--- src/rtl/mem_ctrl_pkg.sv ---
// Shared definitions for the burst read/write memory controller.
// Holds the controller state encoding and default geometry constants.
package mem_ctrl_pkg;

    localparam int unsigned DATA_W_DEF = 8;
    localparam int unsigned ADDR_W_DEF = 6;
    localparam int unsigned LEN_W_DEF  = 4;
    localparam int unsigned WIN_W_DEF  = 3;

    typedef enum logic [2:0] {
        IDLE     = 3'd0,
        GRANT    = 3'd1,
        WR       = 3'd2,
        RD_FETCH = 3'd3,
        RD_DATA  = 3'd4
    } state_e;

endpackage

--- src/rtl/mem_sp_ram.sv ---
// Single-port RAM: synchronous write, registered read.
// Only the read register is reset; array contents survive reset.
module mem_sp_ram #(
    parameter int unsigned DATA_W = 8,
    parameter int unsigned ADDR_W = 6
) (
    input  logic              i_clk,
    input  logic              i_reset,
    input  logic              i_we,
    input  logic              i_re,
    input  logic [ADDR_W-1:0] i_addr,
    input  logic [DATA_W-1:0] i_wdata,
    output logic [DATA_W-1:0] o_rdata
);

    localparam int unsigned DEPTH = 1 << ADDR_W;

    logic [DATA_W-1:0] mem_q [DEPTH];
    logic [DATA_W-1:0] rdata_q;

    always_ff @(posedge i_clk) begin
        if (i_we) begin
            mem_q[i_addr] <= i_wdata;
        end
    end

    // Read data holds between fetches so the consumer sees a stable beat.
    always_ff @(posedge i_clk) begin
        if (i_reset) begin
            rdata_q <= '0;
        end else if (i_re) begin
            rdata_q <= mem_q[i_addr];
        end
    end

    assign o_rdata = rdata_q;

endmodule

--- src/rtl/mem_burst_rw_ctrl.sv ---
// Burst read/write controller in front of a single-port RAM.
// Supports linear and window-wrapping bursts with round-robin request arbitration.
module mem_burst_rw_ctrl
    import mem_ctrl_pkg::*;
#(
    parameter int unsigned DATA_W = DATA_W_DEF,
    parameter int unsigned ADDR_W = ADDR_W_DEF,
    parameter int unsigned LEN_W  = LEN_W_DEF,
    parameter int unsigned WIN_W  = WIN_W_DEF
) (
    input  logic              i_clk,
    input  logic              i_reset,
    input  logic              i_wr_req,
    input  logic [DATA_W-1:0] i_wr_data,
    input  logic              i_wr_valid,
    output logic              o_wr_done,
    input  logic              i_rd_req,
    output logic [DATA_W-1:0] o_rd_data,
    output logic              o_rd_valid,
    input  logic              i_rd_done,
    input  logic [ADDR_W-1:0] i_addr,
    input  logic [LEN_W-1:0]  i_num_b,
    input  logic              i_wrap,
    output logic              o_ack,
    output logic              o_err,
    output logic              o_busy
);

    state_e            state_q, state_d;
    logic [ADDR_W-1:0] addr_q, addr_d;
    logic [LEN_W-1:0]  rem_q, rem_d;
    logic              wrap_q, wrap_d;
    logic              is_wr_q, is_wr_d;
    logic              prio_q, prio_d;
    logic              ack_q, ack_d;
    logic              err_q, err_d;
    logic              busy_q, busy_d;
    logic              wr_done_q, wr_done_d;
    logic              rd_valid_q, rd_valid_d;
    logic              ram_we, ram_re;
    logic              grant_wr;

    // Wrapping keeps the upper address bits and rolls the low WIN_W bits.
    function automatic logic [ADDR_W-1:0] next_addr(input logic [ADDR_W-1:0] a,
                                                    input logic wrap);
        logic [ADDR_W-1:0] lin;
        logic [ADDR_W-1:0] mask;
        lin  = a + ADDR_W'(1);
        mask = ADDR_W'((1 << WIN_W) - 1);
        return wrap ? ((a & ~mask) | (lin & mask)) : lin;
    endfunction

    // prio_q == 0 favours write on contention.
    assign grant_wr = i_wr_req && (!i_rd_req || !prio_q);

    always_comb begin
        state_d    = state_q;
        addr_d     = addr_q;
        rem_d      = rem_q;
        wrap_d     = wrap_q;
        is_wr_d    = is_wr_q;
        prio_d     = prio_q;
        err_d      = 1'b0;
        wr_done_d  = 1'b0;
        ram_we     = 1'b0;
        ram_re     = 1'b0;

        case (state_q)
            IDLE: begin
                if (i_wr_req || i_rd_req) begin
                    if (i_num_b == '0) begin
                        err_d = 1'b1;
                    end else begin
                        is_wr_d = grant_wr;
                        addr_d  = i_addr;
                        rem_d   = i_num_b;
                        wrap_d  = i_wrap;
                        prio_d  = ~prio_q;
                        state_d = GRANT;
                    end
                end
            end
            GRANT: begin
                state_d = is_wr_q ? WR : RD_FETCH;
            end
            WR: begin
                if (i_wr_valid) begin
                    ram_we    = 1'b1;
                    wr_done_d = 1'b1;
                    addr_d    = next_addr(addr_q, wrap_q);
                    rem_d     = rem_q - LEN_W'(1);
                    if (rem_q == LEN_W'(1)) begin
                        state_d = IDLE;
                    end
                end
            end
            RD_FETCH: begin
                ram_re  = 1'b1;
                state_d = RD_DATA;
            end
            RD_DATA: begin
                if (i_rd_done) begin
                    addr_d  = next_addr(addr_q, wrap_q);
                    rem_d   = rem_q - LEN_W'(1);
                    state_d = (rem_q == LEN_W'(1)) ? IDLE : RD_FETCH;
                end
            end
            default: begin
                state_d = IDLE;
            end
        endcase

        // A write beat coinciding with reset must not land in memory.
        if (i_reset) begin
            ram_we = 1'b0;
        end

        ack_d      = (state_d == GRANT);
        busy_d     = (state_d != IDLE);
        rd_valid_d = (state_d == RD_DATA);
    end

    always_ff @(posedge i_clk) begin
        if (i_reset) begin
            state_q    <= IDLE;
            addr_q     <= '0;
            rem_q      <= '0;
            wrap_q     <= 1'b0;
            is_wr_q    <= 1'b0;
            prio_q     <= 1'b0;
            ack_q      <= 1'b0;
            err_q      <= 1'b0;
            busy_q     <= 1'b0;
            wr_done_q  <= 1'b0;
            rd_valid_q <= 1'b0;
        end else begin
            state_q    <= state_d;
            addr_q     <= addr_d;
            rem_q      <= rem_d;
            wrap_q     <= wrap_d;
            is_wr_q    <= is_wr_d;
            prio_q     <= prio_d;
            ack_q      <= ack_d;
            err_q      <= err_d;
            busy_q     <= busy_d;
            wr_done_q  <= wr_done_d;
            rd_valid_q <= rd_valid_d;
        end
    end

    mem_sp_ram #(
        .DATA_W (DATA_W),
        .ADDR_W (ADDR_W)
    ) u_ram (
        .i_clk   (i_clk),
        .i_reset (i_reset),
        .i_we    (ram_we),
        .i_re    (ram_re),
        .i_addr  (addr_q),
        .i_wdata (i_wr_data),
        .o_rdata (o_rd_data)
    );

    assign o_ack      = ack_q;
    assign o_err      = err_q;
    assign o_busy     = busy_q;
    assign o_wr_done  = wr_done_q;
    assign o_rd_valid = rd_valid_q;

endmodule

--- config.mk ---
export PLATFORM = sky130hd
export DESIGN_NAME = mem_burst_rw_ctrl
export DESIGN_NICKNAME = d
export VERILOG_FILES = /design/src/rtl/mem_ctrl_pkg.sv /design/src/rtl/mem_sp_ram.sv /design/src/rtl/mem_burst_rw_ctrl.sv
export SDC_FILE = /design/constraint.sdc
export NUM_CORES = 1
export LEC_CHECK = 0
export ABC_AREA = 1
export CAP_MARGIN = 20
export CORE_MARGIN = 2
export CORE_UTILIZATION = 67
export CTS_CLUSTER_SIZE = 14
export DETAILED_ROUTE_END_ITERATION = 6
export PLACE_DENSITY = 0.85
export SYNTH_ARGS = -nofsm -noshare
export SYNTH_HDL_FRONTEND = slang
export SYNTH_SLANG_ARGS = --single-unit
--- constraint.sdc ---
create_clock -name i_clk -period 4.2 [get_ports i_clk]
set_clock_uncertainty 0.15 [all_clocks]
set_input_delay 0.84 -clock i_clk [delete_from_list [all_inputs] [get_ports i_clk]]
set_output_delay 0.84 -clock i_clk [all_outputs]
set_load 0.01 [all_outputs]
After elaboration in Yosys (flattened, before gate mapping) --
Memory sizes are Yosys's and may differ from the RTL's. A register that Yosys moved wholly into a read port is not among the register bits. Index checks and enable logic that the tools add are counted.
Word-level totals: flip-flop bits (word level) 21, memories kept 1, input bits 25, bits in writable memories 512
Memory list:
- u_ram.mem_q | depth 64, bits a word 8, read ports 1, clocked after memory_dff 1, write ports 1, line mem_sp_ram.sv:18 | logic [DATA_W-1:0] mem_q [DEPTH];
Operators by class: equality and inequality tests 11, reductions and logical operators 12, bitwise logic cells 5, add/subtract/negate cells 2, mux-type cells 26
Operator list (count):
- $mux W6 | 5
- $pmux W6 S3 | 1
- $mux W4 | 4
- $mux W3 | 5
- $pmux W3 S5 | 1
- $pmux W4 S3 | 1
- $mux W1 | 8
- $ne A2 B2 Y1 const B | 4
- $add A6 B1 Y6 const B | 1
- $eq A3 B1 Y1 const B | 2
- $eq A3 B2 Y1 const B | 2
- $eq A3 B3 Y1 const B | 2
- $or A6 B3 Y6 | 1
- $reduce_bool A3 Y1 | 2
- $reduce_and A5 Y1 | 1
- $eq A4 B1 Y1 const B | 1
- $logic_not A4 Y1 | 1
- $not A1 Y1 | 4
- $sub A4 B1 Y4 const B | 1
- $logic_not A3 Y1 | 1
- $reduce_and A3 Y1 | 1
- $reduce_or A3 Y1 | 1
- $logic_not A1 Y1 | 2
- $logic_or A1 B1 Y1 | 2
- other kinds (2) | 2

Longest topological paths before layout --
word-level depth 5, mapped depth 12, mapped depth without buffers 12

Hierarchy --
A second synthesis with hierarchy kept.
Second synthesis, totals: cell total of the unflattened synthesis 2376, area total of the unflattened synthesis 23236.0 µm²
Modules (own cells, without submodules):
- mem_sp_ram | instances 1, area each 22079.9 µm², cells an instance 2199
- mem_burst_rw_ctrl | instances 1, area each 1156.1 µm², cells an instance 177

Worst setup path after synthesis --
No wires, ideal clock.
path kind input to register, from input port i_reset, to memory u_ram.mem_q[0][0] (enable), library setup time 0.370 ns, path slack 1.531 ns, arrival time 2.148 ns, buffers on the path 1, required time 3.680 ns, cell stages on the path 6, cells stage by stage clkbuf_1 -> inv_1 -> nand2_1 -> nor2_2 -> nand3_1 -> nor2_1
On the way: cells in the longest elaborated chain, start to end 3
RTL lines:
- start, declared | line mem_burst_rw_ctrl.sv:12 | input logic i_reset,
- $mux W1 | line mem_burst_rw_ctrl.sv:114 | if (i_reset) begin
- named net ram_we | line mem_burst_rw_ctrl.sv:40 | logic ram_we, ram_re;
- $mux W1 | line mem_sp_ram.sv:22 | if (i_we) begin
- $mux W1 (not written as such) | line mem_sp_ram.sv:23 | mem_q[i_addr] <= i_wdata;
- end, declared | line mem_sp_ram.sv:18
The timed path passes the listed nets, and every way through them passes these cells.

Final worst setup path --
from register addr_q[0], to memory u_ram.mem_q[63][5] (enable)
RTL lines:
- start, declared | line mem_burst_rw_ctrl.sv:30 | logic [ADDR_W-1:0] addr_q, addr_d;
- start signal, assigned | line mem_burst_rw_ctrl.sv:138 | addr_q <= addr_d;
Straight into the memory's write port.

==> results.yml <==
cts:
  cts_setup_buffers: 0
  cts_tree: "done"
  numCtsBuffers: 53
  post_cts_resized: 0
  clkTransAtPathRegs_ns: 0.06
  clk_path_buf_depth: 3
  ctsHtreeMaxLevel: 2
  cts_sinks: 541
  root_buffer: "clkbuf_16"
  postCtsHoldBufs: 0
  clk_latency_ns: 0.58
detailed_routing:
  viasPerCell: 5.87
  routed-wl-met2_um: 27200
  wl_met1_um: 20800
  drt_iter0_drc: 2445
  ant_nets: 0
  dr.pass1.iters: 6
  wl_um: 57200
  top_layer: "met4"
  wl_per_cell_um: 21.0
  drcViolationCount: 0
  wl_met3_um: 6600
  vias: 16000
synth:
  syn-cell-area_mm2: 0.0230
  ys_seq_area_frac: 0.692
  synth_nets: 2202
  ys_types: 27
  synth_seq_cells: 541
  avgSynthCellArea_um2: 10.6
  netlist_instances: 2174
  synth_warnings: 0
global_routing:
  grt_pass1_wl_um: 87000
  overflow: 0
  grt.total_usage: 0.323
  grt_antenna_before_repair: 0
  grt_pass1_vias: 15700
  grt_start_max_net_pins: 248
finish:
  area_growth_pct: 11.7
  antenna-diode-count: 0
  fin_area_mm2: 0.0258
  drive_gt1_frac: 0.107
  utilization: 0.764
  nets: 2265
  fin_cells: 2729
place:
  place_congestion: 0.890
  pre_cts_ws_ns: 0.602
  io_buffers: 37
  placed_area_mm2: 0.0240
  dp_hpwl_um: 32300
  dp.cells: 2630
sta:
  hold_violations: 0
  fmax_ghz: 0.302
  whs_ns: 0.353
  min_period_ns: 3.31
  worst_slew_pin_slew_ns: 0.998
  fin_crit_sh: 0.789
  tns_ns: 0
  rsz0062_at_grt: "no"
  slew_viol_final: 0
  layout_setup_ws_ns: 0.886
  setup_viol: 0
  maxSlewHeadroom: 0.335
worst_setup_path:
  r2r-start: "addr_q[0]"
  r2r_slack_ns: 0.89
  worstSetupPathType: "reg2reg"
  worst_setup_path_end_kind: "flip-flop"
  arrival_ns: 3.37
  worstPathMaxFanout: 78
  crit_path_start_kind: "flip-flop"
  crit_required_ns: 4.26
  r2r-end: "u_ram.mem_q[63][5]"
  ff2ff_path_depth: 4
floorplan:
  die_w_um: 189
  die_y_um: 189
  io-pin-count: 38
  rows: 67
  start_util: 0.684
  die_area_mm2: 0.0359
  core_area_mm2: 0.0337
status:
  outcome: "finished clean"
worst_hold_path:
  hold_path.class: "reg2reg"
  hold-path-endpoint: "prio_q"
  min-delay-start: "prio_q"
  whs_path_depth: 2
power_and_ir_drop:
  p_leak_nw: 10.5
  power.total_mw: 13.1
  p_per_area_mw_per_mm2: 508
  ir_drop_mv: 0.499
flow_run:
  max-cap-violations: 0
==> area by class of cell <==
type | count | area (um^2)
clock buffers | 69 | 1440
flip-flops and latches | 541 | 16000
well taps | 448 | 561
inverters | 340 | 1280
multi-input cells | 1204 | 5400
clock inverters | 30 | 307
fillers | 1973 | 7950
repair buffers | 97 | 813
==> cell usage after synthesis <==
cell,n,area (um^2)
edfxtp_1,512,15400
nand2_1,512,1920
inv_1,333,1250
nor2_1,214,803
nand3_1,188,941
or2_2,82,513
o21ai_1,67,335
o21ai_0,65,325
buf_2,55,275
o211ai_1,36,270
dfxtp_1,29,581
clkbuf_1,24,90.1
a21oi_1,22,110
buf_4,7,52.6
inv_2,6,22.5
nor3_2,5,50.1
ha_1,3,37.5
nor3_1,3,15.0
a31oi_1,2,12.5
buf_6,2,22.5
buf_1,1,3.75
clkinv_1,1,3.75
nand2_2,1,6.26
nor2_2,1,6.26
nor4_1,1,6.26
xnor2_1,1,8.76
xor2_1,1,8.76
==> routing by layer <==
metal  up-vias  track usage
met1      7380        0.430
met5         -            0
met3       205       0.0573
met2      1185        0.526
met4         0        0.153
li1       7240            -
==> worst max-delay path by stage <==
stage	startpoint	end	slack (ns)	depth (start not counted)
2_1_floorplan	i_reset	u_ram.mem_q[0][0]	1.53	6
3_3_place_gp	i_wr_valid	u_ram.mem_q[39][4]	0.71	5
3_5_place_dp	i_wr_valid	u_ram.mem_q[15][2]	0.60	5
4_1_cts	addr_q[0]	u_ram.mem_q[15][3]	1.04	4
5_1_grt	addr_q[0]	u_ram.mem_q[55][0]	0.86	4
6_report	addr_q[0]	u_ram.mem_q[63][5]	0.89	4
==> layout by cell type (no fill, tap or decap), types with 3 or more instances in the layout <==
master and count:
inv_1 333, nand2_1 511, o21ai_1 67, bufinv_16 6, o21ai_0 65, buf_4 67, dfxtp_1 28, nor3_2 5
ha_1 3, nor3_1 3, a21oi_1 22, edfxtp_1 512, o211ai_1 36, inv_2 5, clkbuf_16 55, or2_2 82
nor2_1 211, clkinv_2 10, clkbuf_1 13, nor2_4 3, nand3_1 188, clkinv_1 10, clkdlybuf4s50_1 29
==> sequential cells by signal (all words and copies together), names as in the netlist <==
name           count
addr_q             6
is_wr_q            1
o_ack              1
o_busy             1
o_err              1
o_rd_valid         1
o_wr_done          1
prio_q             1
rem_q              4
state_q            3
u_ram.mem_q      512
u_ram.o_rdata      8
wrap_q             1
==> power breakdown <==
| part | internal (mW) | switching (mW) | total (mW) | leakage, nW |
|---|---|---|---|---|
| Clock | 2.79 | 1.97 | 4.76 | 0.856 |
| Combinational | 0.620 | 1.65 | 2.27 | 4.81 |
| Sequential | 5.96 | 0.102 | 6.06 | 4.84 |
| Total | 9.36 | 3.72 | 13.1 | 10.5 |
==> cells by family after synthesis <==
kind of cell,count (synthesis),synth area share
DFF,541,0.692
adders and majority gates,3,0.00163
buffers and inverters,429,0.0746
and+or+nand+nor,1007,0.185
AOI/OAI and AO/OA,192,0.0457
xor gates and xnor gates,2,0.000760
==> worst max-delay path: stages (launching register included) <==
cell and delay [ns]:
dfxtp_4 0.74, inv_4 0.47, nor2_1 0.33, nand2_1 0.53
nor2_1 0.72
No activity file was read; power rests on OpenSTA's default activity.
